===== src/rtl/mem_test_pkg.sv =====
// Shared types and the March C- element table for the BIST register file.
// Each element's direction, read expectation and write value are derived from its index.
package mem_test_pkg;

    typedef enum logic [1:0] {
        IDLE = 2'd0,
        RUN  = 2'd1,
        DONE = 2'd2
    } bist_state_t;

    localparam logic [2:0] E0 = 3'd0;
    localparam logic [2:0] E1 = 3'd1;
    localparam logic [2:0] E2 = 3'd2;
    localparam logic [2:0] E3 = 3'd3;
    localparam logic [2:0] E4 = 3'd4;
    localparam logic [2:0] E5 = 3'd5;

    function automatic logic elem_down(input logic [2:0] e);
        return (e == E3) || (e == E4);
    endfunction

    function automatic logic elem_reads(input logic [2:0] e);
        return e != E0;
    endfunction

    function automatic logic elem_read_ones(input logic [2:0] e);
        return (e == E2) || (e == E4);
    endfunction

    function automatic logic elem_writes(input logic [2:0] e);
        return e != E5;
    endfunction

    function automatic logic elem_write_ones(input logic [2:0] e);
        return (e == E1) || (e == E3);
    endfunction

endpackage


===== src/rtl/mem_test_regfile.sv =====
// DEPTH x DATA_W storage: one write port, host read ports at addr and addr+1 (wrapping),
// plus a BIST check port. The inject mask corrupts reads of inj_addr only, never storage.
module mem_test_regfile #(
    parameter int DATA_W = 8,
    parameter int ADDR_W = 5
) (
    input  logic              clk,
    input  logic              wr_en,
    input  logic [ADDR_W-1:0] wr_addr,
    input  logic [DATA_W-1:0] wr_data,
    input  logic [ADDR_W-1:0] rd_addr,
    output logic [DATA_W-1:0] rdata0,
    output logic [DATA_W-1:0] rdata1,
    input  logic [ADDR_W-1:0] chk_addr,
    output logic [DATA_W-1:0] chk_data,
    input  logic [ADDR_W-1:0] inj_addr,
    input  logic [DATA_W-1:0] inj_mask
);

    localparam int DEPTH = 2 ** ADDR_W;

    logic [DATA_W-1:0] mem [DEPTH];
    logic [ADDR_W-1:0] rd_addr_nxt;

    always_ff @(posedge clk) begin
        if (wr_en) begin
            mem[wr_addr] <= wr_data;
        end
    end

    function automatic logic [DATA_W-1:0] fault_of(input logic [ADDR_W-1:0] a);
        return (a == inj_addr) ? inj_mask : '0;
    endfunction

    // Increment stays in ADDR_W bits so the top address wraps to 0.
    assign rd_addr_nxt = rd_addr + ADDR_W'(1);

    assign rdata0   = mem[rd_addr]     ^ fault_of(rd_addr);
    assign rdata1   = mem[rd_addr_nxt] ^ fault_of(rd_addr_nxt);
    assign chk_data = mem[chk_addr]    ^ fault_of(chk_addr);

endmodule


===== src/rtl/mem_bist_regfile.sv =====
// Register file with a built-in March C- self-test; the BIST owns the write port while running.
//   state | meaning
//   IDLE  | after reset, host owns storage, waiting for bist_start
//   RUN   | stepping E0..E5, one address per cycle; host writes ignored
//   DONE  | result held (pass or first failure) until the next start
module mem_bist_regfile
    import mem_test_pkg::*;
#(
    parameter int DATA_W = 8,
    parameter int ADDR_W = 5
) (
    input  logic              clk,
    input  logic              rst_n,
    input  logic              wr_en,
    input  logic [ADDR_W-1:0] addr,
    input  logic [DATA_W-1:0] wdata,
    output logic [DATA_W-1:0] rdata0,
    output logic [DATA_W-1:0] rdata1,
    input  logic [ADDR_W-1:0] inj_addr,
    input  logic [DATA_W-1:0] inj_mask,
    input  logic              bist_start,
    output logic              bist_busy,
    output logic              bist_done,
    output logic              bist_pass,
    output logic [ADDR_W-1:0] fail_addr,
    output logic [2:0]        fail_elem
);

    localparam logic [ADDR_W-1:0] ADDR_MAX = '1;

    bist_state_t       state;
    logic [2:0]        elem;
    logic [2:0]        elem_nxt;
    logic [ADDR_W-1:0] cnt;
    logic              running;
    logic              mismatch;
    logic              last_addr;
    logic [DATA_W-1:0] chk_data;
    logic [DATA_W-1:0] exp_data;
    logic              mem_we;
    logic [ADDR_W-1:0] mem_waddr;
    logic [DATA_W-1:0] mem_wdata;

    mem_test_regfile #(
        .DATA_W (DATA_W),
        .ADDR_W (ADDR_W)
    ) u_regfile (
        .clk      (clk),
        .wr_en    (mem_we),
        .wr_addr  (mem_waddr),
        .wr_data  (mem_wdata),
        .rd_addr  (addr),
        .rdata0   (rdata0),
        .rdata1   (rdata1),
        .chk_addr (cnt),
        .chk_data (chk_data),
        .inj_addr (inj_addr),
        .inj_mask (inj_mask)
    );

    assign running  = (state == RUN);
    assign elem_nxt = elem + 3'd1;

    always_comb begin
        exp_data  = elem_read_ones(elem) ? '1 : '0;
        mismatch  = running && elem_reads(elem) && (chk_data != exp_data);
        last_addr = elem_down(elem) ? (cnt == '0) : (cnt == ADDR_MAX);
        mem_we    = wr_en;
        mem_waddr = addr;
        mem_wdata = wdata;
        // A failing compare must not also overwrite the cell it just flagged.
        if (running) begin
            mem_we    = elem_writes(elem) && !mismatch;
            mem_waddr = cnt;
            mem_wdata = elem_write_ones(elem) ? '1 : '0;
        end
    end

    always_ff @(posedge clk) begin
        if (!rst_n) begin
            state     <= IDLE;
            elem      <= E0;
            cnt       <= '0;
            bist_busy <= 1'b0;
            bist_done <= 1'b0;
            bist_pass <= 1'b0;
            fail_addr <= '0;
            fail_elem <= '0;
        end else begin
            case (state)
                IDLE, DONE: begin
                    if (bist_start) begin
                        state     <= RUN;
                        elem      <= E0;
                        cnt       <= '0;
                        bist_busy <= 1'b1;
                        bist_done <= 1'b0;
                        bist_pass <= 1'b0;
                        fail_addr <= '0;
                        fail_elem <= '0;
                    end
                end
                RUN: begin
                    if (mismatch) begin
                        state     <= DONE;
                        bist_busy <= 1'b0;
                        bist_done <= 1'b1;
                        bist_pass <= 1'b0;
                        fail_addr <= cnt;
                        fail_elem <= elem;
                    end else if (last_addr) begin
                        if (elem == E5) begin
                            state     <= DONE;
                            bist_busy <= 1'b0;
                            bist_done <= 1'b1;
                            bist_pass <= 1'b1;
                        end else begin
                            elem <= elem_nxt;
                            cnt  <= elem_down(elem_nxt) ? ADDR_MAX : '0;
                        end
                    end else begin
                        cnt <= elem_down(elem) ? cnt - ADDR_W'(1) : cnt + ADDR_W'(1);
                    end
                end
                default: state <= IDLE;
            endcase
        end
    end

endmodule


===== config.mk =====
export PLATFORM = sky130hd
export DESIGN_NAME = mem_bist_regfile
export DESIGN_NICKNAME = d
export VERILOG_FILES = /design/src/rtl/mem_test_pkg.sv /design/src/rtl/mem_test_regfile.sv /design/src/rtl/mem_bist_regfile.sv
export SDC_FILE = /design/constraint.sdc
export NUM_CORES = 1
export LEC_CHECK = 0
export ABC_AREA = 1
export CAP_MARGIN = 0
export CORE_ASPECT_RATIO = 1.1
export CORE_MARGIN = 2
export CORE_UTILIZATION = 50
export DETAILED_ROUTE_END_ITERATION = 8
export DONT_BUFFER_PORTS = 1
export PLACE_DENSITY_LB_ADDON = 0.05
export SLEW_MARGIN = 20
export SYNTH_ARGS = -nofsm -noshare
export SYNTH_HDL_FRONTEND = slang
export SYNTH_SLANG_ARGS = --single-unit

===== constraint.sdc =====
create_clock -name clk -period 3.8 [get_ports clk]
set_input_delay 0.76 -clock clk [delete_from_list [all_inputs] [get_ports clk]]
set_output_delay 0.76 -clock clk [all_outputs]
set_load 0.05 [all_outputs]

-- Yosys cells after proc, flatten, opt, wreduce, memory -nomap -nowiden
Memories as Yosys holds them, arrays and structs flattened. A register that Yosys moved wholly into a read port is not among the register bits.
Index checks and enable logic that the tools add are counted.
- bits in registers: 21
- bits in writable memories: 256
- input port bits: 30
- output and inout port bits: 27
- logic and storage cells: 103
- memories kept: 1
- add/sub/neg operators: 4
- equality and inequality tests: 23
- muxes and demuxes: 46
- bitwise operators: 3
- reductions and logical operators: 18
- memory list (memory ; words ; width ; rd ports ; clocked after Yosys merged registers in ; wr ports ; line ; RTL):
    u_regfile.mem ; 32 ; 8 ; 3 ; 1 ; 1 ; mem_test_regfile.sv:22 ; logic [DATA_W-1:0] mem [DEPTH];
- operators by type and width (operator ; number):
    two-way mux 5 bit ; 10
    two-way mux 8 bit ; 6
    XOR 8 bit ; 3
    one-hot mux 5 bit (2 select lines) ; 2
    equality test 5 bit ; 3
    two-way mux 3 bit ; 5
    two-way mux 1 bit ; 13
    one-hot mux 3 bit (2 select lines) ; 2
    adder 5 x 1 -> 5 bit, second input constant ; 2
    equality test 3 x 2 -> 1 bit, second input constant ; 3
    equality test 3 bit, second input constant ; 3
    two-way mux 2 bit ; 4
    != test 8 bit ; 1
    AND reduction 4 bit ; 2
    != test 2 bit, second input constant ; 3
    != test 3 x 1 -> 1 bit, second input constant ; 2
    != test 3 bit, second input constant ; 2
    one-hot mux 1 bit (2 select lines) ; 3
    AND reduction 3 bit ; 2
    equality test 5 bit, second input constant ; 1
    logical NOT 5 bit ; 1
    AND reduction 5 bit ; 1
    subtractor 5 x 1 -> 5 bit, second input constant ; 1
    logical OR 1 bit ; 4
    other kinds (12) ; 15

-- Logic depth before layout (Yosys ltp)
Gate-level depths: netlist of run 1.
- word-level depth: 10
- gate-level depth with buffers: 23
- gate-level depth less buffers: 21

-- Hierarchy
Synthesis of run 1 repeated with hierarchy kept, for this count alone.
- cells, all modules: 2604
- area, all modules: 18476.5 um2
- modules (own cells, without submodules) (module ; instances ; cells each ; area an instance (um2) ; sequential area each (um2)):
    mem_test_regfile ; 1 ; 2372 ; 16995.0 ; 7687.4
    mem_bist_regfile ; 1 ; 232 ; 1481.4 ; 420.4

-- Worst setup path after synthesis of run 1
OpenSTA, ideal clock, no wires.
- path type: input-to-output
- start: input port addr[0]
- end: output port rdata1[0]
- arrival time: 3.116 ns
- data required time: 3.040 ns
- path slack: -0.076 ns
- stages: 10
- buffers on the path: 3
- path through: ha_1 > clkbuf_1 > clkbuf_1 > clkbuf_1 > o21ai_0 > o221ai_1 > nand3_1 > nand3_1 > nand2_1 > xor2_1
- longest elaborated chain between the ends: 4
- elaborated cells between the ends (all ways): 5
- those cells by class: 1 x add/sub; 1 x eq/ne; 1 x mux; 1 x bitwise; 1 x memory
- RTL lines (element ; line ; RTL):
    start, declared ; mem_bist_regfile.sv:15 ; input logic [ADDR_W-1:0] addr,
    adder 5 x 1 -> 5 bit (*) ; mem_test_regfile.sv:36 ; assign rd_addr_nxt = rd_addr + ADDR_W'(1);
    branches (longest 2 deep; another with memory read (32 x 8 bit)) ; n/a ;
    XOR 8 bit (*) ; mem_test_regfile.sv:39 ; assign rdata1 = mem[rd_addr_nxt] ^ fault_of(rd_addr_nxt);
    end, declared ; mem_bist_regfile.sv:18 ; output logic [DATA_W-1:0] rdata1,
Every way passes the cells marked *.

-- Final worst setup path of run 1
- start: input port addr[0]
- end: output port rdata1[2]
The elaborated chain is that of the path after synthesis.

==> results of run 1 <==
==> cell type report <==
| cell class | instances | share of cell area (%) |
|---|---|---|
| Inverter | 179 | 3.49 |
| Clock buffer | 34 | 4.08 |
| Antenna cell | 1 | 0.0128 |
| Multi-Input combinational cell | 1613 | 40.5 |
| Sequential cell | 282 | 42.1 |
| Timing Repair Buffer | 108 | 5.88 |
| Clock inverter | 22 | 1.19 |
| Tap cell | 438 | 2.81 |
==> power by group through the flow <==
| stage | clock (µW) | sequential [µW] | combinational [µW] |
|---|---|---|---|
| final | 3070 | 3930 | 2970 |
| after global routing | 3220 | 3940 | 3180 |
| after CTS | 3110 | 3920 | 2900 |
| after detailed placement | 0 | 3990 | 2900 |
| after global placement | 0 | 3990 | 2850 |
| after floorplan | 0 | 3930 | 1880 |
==> final timing paths <==
| path | startpoint | end | slack (ps) | depth (start not counted) |
|---|---|---|---|---|
| worst min-delay path | rst_n | bist_done | 290 | 2 |
| worst min register to register | cnt[2] | cnt[2] | 570 | 2 |
| worst max-delay path | addr[0] | rdata1[2] | -190 | 9 |
| worst max register to register | flop | u_regfile.mem[12][0] | 230 | 22 |
==> cell families after synthesis <==
family / after synthesis / share of synthesized area, %
and+or+nand+nor: 1050 / 25.8
adders and majority gates: 10 / 0.763
AOI/OAI and AO/OA: 520 / 16.5
xor gates and xnor gates: 33 / 1.66
DFF: 282 / 47.2
buffers and inverters: 342 / 8.10
==> Yosys cell counts <==
master	instances
sky130_fd_sc_hd__nand2_1	506
sky130_fd_sc_hd__nand3_1	365
sky130_fd_sc_hd__o21ai_0	270
sky130_fd_sc_hd__edfxtp_1	256
sky130_fd_sc_hd__inv_1	172
sky130_fd_sc_hd__a21oi_1	158
sky130_fd_sc_hd__nor2_1	154
sky130_fd_sc_hd__clkbuf_1	105
sky130_fd_sc_hd__o211ai_1	33
sky130_fd_sc_hd__buf_2	28
sky130_fd_sc_hd__dfxtp_1	26
sky130_fd_sc_hd__a221oi_1	24
sky130_fd_sc_hd__xor2_1	20
sky130_fd_sc_hd__o221ai_1	15
sky130_fd_sc_hd__buf_1	14
sky130_fd_sc_hd__o22ai_1	14
sky130_fd_sc_hd__xnor2_1	13
sky130_fd_sc_hd__ha_1	9
sky130_fd_sc_hd__buf_4	8
sky130_fd_sc_hd__buf_6	8
sky130_fd_sc_hd__nand4_1	7
sky130_fd_sc_hd__nand2_2	6
sky130_fd_sc_hd__or2_2	6
sky130_fd_sc_hd__clkinv_1	5
sky130_fd_sc_hd__inv_2	2
sky130_fd_sc_hd__nand3b_1	2
sky130_fd_sc_hd__nor3_1	2
sky130_fd_sc_hd__o21a_1	2
sky130_fd_sc_hd__a31oi_1	1
sky130_fd_sc_hd__fa_1	1
sky130_fd_sc_hd__nand2_4	1
sky130_fd_sc_hd__nor4_4	1
sky130_fd_sc_hd__o2111a_1	1
sky130_fd_sc_hd__o21ai_1	1
sky130_fd_sc_hd__o22ai_2	1
==> registers in the layout (all words and copies together) (netlist names), named ones only <==
register and count:
bist_pass 1, bist_done 1, state 2, fail_elem 3
fail_addr 5, elem 3, bist_busy 1, cnt 5
u_regfile.mem 256
==> metrics by stage <==
stage               power (µW)  area (µm²)  setup TNS, ps
floorplan                 5800       17500              0
global placement          6840       18500              0
detailed placement        6880       18500              0
CTS                       9930       19500              0
global route             10300       19500              0
finish                    9970       19500          -1470
==> layer usage <==
metal | part of all wire (%) | up-vias | GRT usage, %
li1 | - | 7669 | -
met1 | 39 | 7948 | 51.6
met2 | 43 | 1259 | 57.0
met3 | 12 | 211 | 6.56
met4 | 5.4 | 0 | 18.2
met5 | 0 | - | 0
==> critical path, delay by kind of cell <==
family                     cells  cell delay, ps
xor gates and xnor gates       2             360
adders and majority gates      1             380
buffers and inverters          2             600
and+or+nand+nor                4             860
==> results.txt, run 1 <==
----------------------------------------------------
[Outcome]
  Status ... finished with violations
  Failing checks ... setup timing

[STA]
  Highest clock rate ... 250 MHz
  Setup slack of the critical path after layout ... -193 ps
  Final-report hold violation count ... 0
  Clock skew ... 15.1 ps
  Remaining max-slew budget at the tightest pin ... 44.5%
  Number of max-slew violations in the final report ... 0
  Final min period ... 3990 ps
  Final cycle utilization of the critical path ... 105%
  Final Setup Violations ... 14
  Unrepaired setup endpoints after global routing ... no
  Worst slew pin tran ... 832 ps
  Hold Slack ... 291 ps

[GRT]
  Number of antenna violations at the first check in global routing ... 1
  Total track usage ... 37.3%
  Wire length of the first global-routing pass ... 99.4 mm
  GR Overflow Total ... 0
  Largest net degree at the start of global routing ... 328
  Vias in the first global route ... 15300

[Clock network]
  Post-CTS setup buffer count ... 0
  Total clock sinks ... 282
  Clock edge transition at the registers on the reported setup and hold paths ... 60 ps
  Buffer depth of the longest clock path ... 3
  CTS buffer count ... 30
  Max H-tree Level ... 1
  Source-to-sink clock delay at the later pin of the worst-skew pair ... 590 ps
  CTS tree ... done
  Clk Tree Root Cell ... sky130_fd_sc_hd__clkbuf_16
  Number of buffers inserted for hold repair after clock tree synthesis ... 0
  Post-CTS Resized ... 0

[Detailed routing]
  Per-cell routed wire length ... 25.6 µm
  DRC violations left ... 0
  Vias ... 17100
  First-pass detailed-route iteration total ... 6
  Post-DRT Antenna Nets ... 0
  Post-Route WL ... 68.5 mm
  Number of design-rule violations left by the first detailed-router iteration ... 2627
  Average vias per placed instance ... 6.38

[Hold path]
  Classification of the worst-slack hold path ... input pin to flop

[Cells and area]
  Highest-count cells in the layout ignoring fill and taps ... sky130_fd_sc_hd__nand2_1, sky130_fd_sc_hd__nand3_1, sky130_fd_sc_hd__o21ai_0
  Non-filler instance count after layout ... 2677
  NumNets Final ... 2254
  Post-Route Utilization ... 57.1%
  Fraction of final layout cells sized beyond drive strength 1 ... 8.76%
  Count of filler cells inserted in the layout ... 3081
  Area taken by flip-flops and latches ... 8210 µm²
  Relative area change from synthesis to final layout ... 12.3%
  Multi-input combinational cell area ... 7900 µm²
  Most frequent standard cell in the layout excluding fill and tap cells ... sky130_fd_sc_hd__nand2_1

[Power and ir drop]
  Relative contribution of the clock network to total power ... 30.8%
  Switching share of total power ... 36.2%
  Internal power contribution ... 6370 µW
  Total leakage power ... 0.00769 µW
  Power density normalized to cell area ... 511 nW/µm²
  Largest vdd supply drop ... 0.407 mV
  Share of total power in combinational logic ... 29.8%
  Psw ... 3610 µW
  Relative contribution of sequential cells to total power ... 39.4%

[Floorplanning]
  Starting density of the core ... 50.8%
  Area of the die ... 36300 µm²
  I/O pin count ... 57
  Row Count ... 71
  Placeable Area ... 34200 µm²
  Chip height ... 200 µm
  Horizontal extent of the die ... 182 µm

[Yosys]
  Cells taking the most area after synthesis ... sky130_fd_sc_hd__edfxtp_1, sky130_fd_sc_hd__nand2_1, sky130_fd_sc_hd__nand3_1, sky130_fd_sc_hd__o21ai_0, sky130_fd_sc_hd__a21oi_1
  Yosys Warn Count ... 0
  Yosys top cell area share ... 44.2%
  Post-Syn Instances ... 2237
  Cell area after synthesis ... 17400 µm²
  Synth Register Bits ... 282
  Cell type contributing the most total cell area after synthesis ... sky130_fd_sc_hd__edfxtp_1
  Syn Area/Cell ... 7.77 µm²
  Number of distinct library cells after synthesis ... 35
  Syn Nets ... 2277
  Sequential share of the synthesized area ... 47.2%

[Worst setup path]
  Data required time of the critical path ... 3040 ps
  Data arrival time of the critical path ... 3230 ps
  Capturing element type of the critical path ... primary output
  Critical path, cell by cell ... ha_4 > xor2_4 > buf_4 > nand3_1 > nand3_1 > nand3_1 > nand2_1 > xor2_2 > buf_12
  Critical path's slowest cell ... sky130_fd_sc_hd__buf_4
  Classification of the worst setup path ... input pin to primary output
  Crit-path max FO ... 327
  Delay contributed by the slowest stage of the critical path ... 440 ps
  CP most frequent cell ... sky130_fd_sc_hd__nand3_1
  Startpoint type of the worst setup path ... input pin

[Placed design]
  Count of buffers from port buffering ... 0
  Place WS ... 186 ps
  Final estimated routing congestion in global placement ... 0.992
  Count of placed standard cells including taps ... 2620
  Half-perimeter wire length of the detailed placement result ... 45.0 mm

[Flow run]
  Max-cap violation count ... 0

----------------------------------------------------
Power figures use the tool's default switching activity.
==> run 2: changes to the inputs <==
==> constraint.sdc (replaced) <==
create_clock -name clk -period 3.8 [get_ports clk]
set_input_delay 1.14 -clock clk [delete_from_list [all_inputs] [get_ports clk]]
set_output_delay 1.14 -clock clk [all_outputs]
set_load 0.05 [all_outputs]
==> run 2 against run 1 <==
Largest power group unchanged; wire length decreased by 0.94%; highest routed layer is now met5; worst setup slack got worse by 770 ps; the flow still finishes with violations (setup timing); clock skew decreased by 1.5 ps; total power is 4.9% higher.
==> results.txt, run 2 (synthesis gave the netlist of run 1 again) <==
----------------------------------------------------
[Worst setup path]
  Family with the most delay on the worst path ... adder cells
  Capturing element type of the critical path ... primary output
  Startpoint type of the worst setup path ... input pin
  Critical path's slowest cell ... sky130_fd_sc_hd__ha_4
  Classification of the worst setup path ... input pin to primary output
  Crit-path max FO ... 327
  Buffer and inverter count on the worst path ... 3
  Critical path, cell by cell ... ha_4 > buf_16 > buf_12 > a21oi_1 > o21ai_0 > nand3_1 > nand3_2 > nand3_2 > nand2_2 > xor2_4 > buf_12
  Data arrival time of the critical path ... 3620 ps
  Delay contributed by the slowest stage of the critical path ... 640 ps
  Data required time of the critical path ... 2660 ps

[Clock network]
  Source-to-sink clock delay at the later pin of the worst-skew pair ... 600 ps
  Total clock sinks ... 282
  CTS tree ... done
  Clk Tree Root Cell ... sky130_fd_sc_hd__clkbuf_16
  Max H-tree Level ... 1
  Clock edge transition at the registers on the reported setup and hold paths ... 60 ps
  Number of buffers inserted for hold repair after clock tree synthesis ... 0
  Buffer depth of the longest clock path ... 3
  CTS buffer count ... 30

[STA]
  Worst slew pin tran ... 814 ps
  Unrepaired setup endpoints after global routing ... yes
  Highest clock rate ... 210 MHz
  Clock skew ... 13.7 ps
  Remaining max-slew budget at the tightest pin ... 45.7%
  Final Setup Violations ... 16
  Hold Slack ... 574 ps
  Final min period ... 4760 ps
  Final-report hold violation count ... 0
  Number of max-slew violations in the final report ... 0
  Final cycle utilization of the critical path ... 125%
  Setup slack of the critical path after layout ... -959 ps

[Cells and area]
  Multi-input combinational cell area ... 8610 µm²
  Relative area change from synthesis to final layout ... 22.0%
  Count of filler cells inserted in the layout ... 2951
  Fraction of final layout cells sized beyond drive strength 1 ... 15.3%
  NumNets Final ... 2325
  Area taken by flip-flops and latches ... 8210 µm²
  Most frequent standard cell in the layout excluding fill and tap cells ... sky130_fd_sc_hd__nand2_1
  Largest registers ... u_regfile.mem: 256 flops, cnt: 5 flops, fail_addr: 5 flops
  Non-filler instance count after layout ... 2748
  Register name with the most flops ... u_regfile.mem
  Max reg flops ... 256
  Highest-count cells in the layout ignoring fill and taps ... sky130_fd_sc_hd__nand2_1, sky130_fd_sc_hd__nand3_1, sky130_fd_sc_hd__edfxtp_1

[Detailed routing]
  Per-cell routed wire length ... 24.7 µm
  Post-DRT Antenna Nets ... 0
  First-pass detailed-route iteration total ... 6
  Post-Route WL ... 67.9 mm
  Number of design-rule violations left by the first detailed-router iteration ... 2545
  Average vias per placed instance ... 6.32
  Vias ... 17400
  DRC violations left ... 0

[Floorplanning]
  Row Count ... 71
  Horizontal extent of the die ... 182 µm
  Placeable Area ... 34200 µm²
  Starting density of the core ... 50.8%
  Area of the die ... 36300 µm²
  Chip height ... 200 µm
  I/O pin count ... 57

[Placed design]
  Final estimated routing congestion in global placement ... 0.981
  Count of buffers from port buffering ... 0
  Half-perimeter wire length of the detailed placement result ... 44.0 mm
  Count of placed standard cells including taps ... 2672

[Power and ir drop]
  Total Power Consumption ... 10500 µW
  Relative contribution of sequential cells to total power ... 37.4%
  Internal power contribution ... 6750 µW
  Power density normalized to cell area ... 493 nW/µm²
  Largest vdd supply drop ... 0.416 mV
  Total leakage power ... 0.00841 µW
  Switching share of total power ... 35.5%
  Relative contribution of the clock network to total power ... 31.0%
  Share of total power in combinational logic ... 31.5%
  Psw ... 3720 µW

[Flow run]
  Max-cap violation count ... 0

[GRT]
  Largest net degree at the start of global routing ... 328
  Wire length of the first global-routing pass ... 98.8 mm
  Number of antenna violations at the first check in global routing ... 1
  Total track usage ... 36.6%
  GR Overflow Total ... 0
  Vias in the first global route ... 15900

[Hold path]
  Classification of the worst-slack hold path ... flop to flop

[Outcome]
  Failing checks ... setup timing
  Status ... finished with violations

----------------------------------------------------
run 2: cell types whose count changed in the layout (fill, tap and decap cells not counted), moves of 8 or more:
cell / change
sky130_fd_sc_hd__buf_12: +11
sky130_fd_sc_hd__buf_6: +8
sky130_fd_sc_hd__buf_4: +40
sky130_fd_sc_hd__xor2_2: -9
sky130_fd_sc_hd__nand2_1: -21
sky130_fd_sc_hd__xor2_4: +13
sky130_fd_sc_hd__nand3_1: -33
sky130_fd_sc_hd__nand2_2: +9
sky130_fd_sc_hd__nand2_4: +12
sky130_fd_sc_hd__nand3_2: +30
sky130_fd_sc_hd__o21ai_0: -28
sky130_fd_sc_hd__o21ai_1: +21
run 2: final timing paths:
check / cells past startpoint / slack [ps] / start / to
worst max-delay path: 11 / -960 / addr[0] / rdata1[3]
worst min-delay path: 4 / 570 / state[1] / state[1]
worst max register to register: 21 / 230 / flop / u_regfile.mem[11][3]
worst min register to register: 4 / 570 / state[1] / state[1]
run 2: layout make-up:
type	instances	area share [%]
diodes	1	0.0118
clock buffers	38	3.92
clock inverters	18	1.20
inverters	179	3.30
multi-input cells	1613	40.6
flip-flops and latches	282	38.7
well taps	438	2.58
repair buffers	179	9.68
run 2: stage by stage:
stage	setup slack [ps]	TNS (ps)	instance area, µm²	util [%]
6_report	-959	-11660	21200	62.0
5_1_grt	-535	-6170	21200	62.0
4_1_cts	-272	-3200	20800	60.8
3_5_place_dp	-422	-4670	19400	56.6
3_3_place_gp	-386	-4290	19400	56.6
2_1_floorplan	-207	-1720	17900	-
run 2: tightest hold or removal path: cells and delay by family (launching register included):
kind,cells,cell delay (ps)
buf+inv,1,30
flops,1,300
simple gates,3,200
run 2: power groups by stage:
stage                     sequential [µW]  clock, µW  combinational [µW]
after floorplan                      3930          0                1950
after global placement               3980          0                2980
after detailed placement             3980          0                3020
after CTS                            3920       3270                3120
after global routing                 3930       3380                3520
final                                3920       3250                3300
run 2: what timing repair did:
item,4_1_cts,5_1_grt
gates cloned,4,4
pin swaps,16,44
setup endpoints to repair,16,272
buffers inserted,9,3
resized for setup,40,93
run 2: per-layer routing:
metal | wire length, µm | GRT usage [%]
met5 | 11 | 0
met4 | 4180 | 21.3
met3 | 7800 | 5.94
met2 | 29800 | 57.1
met1 | 26100 | 48.7
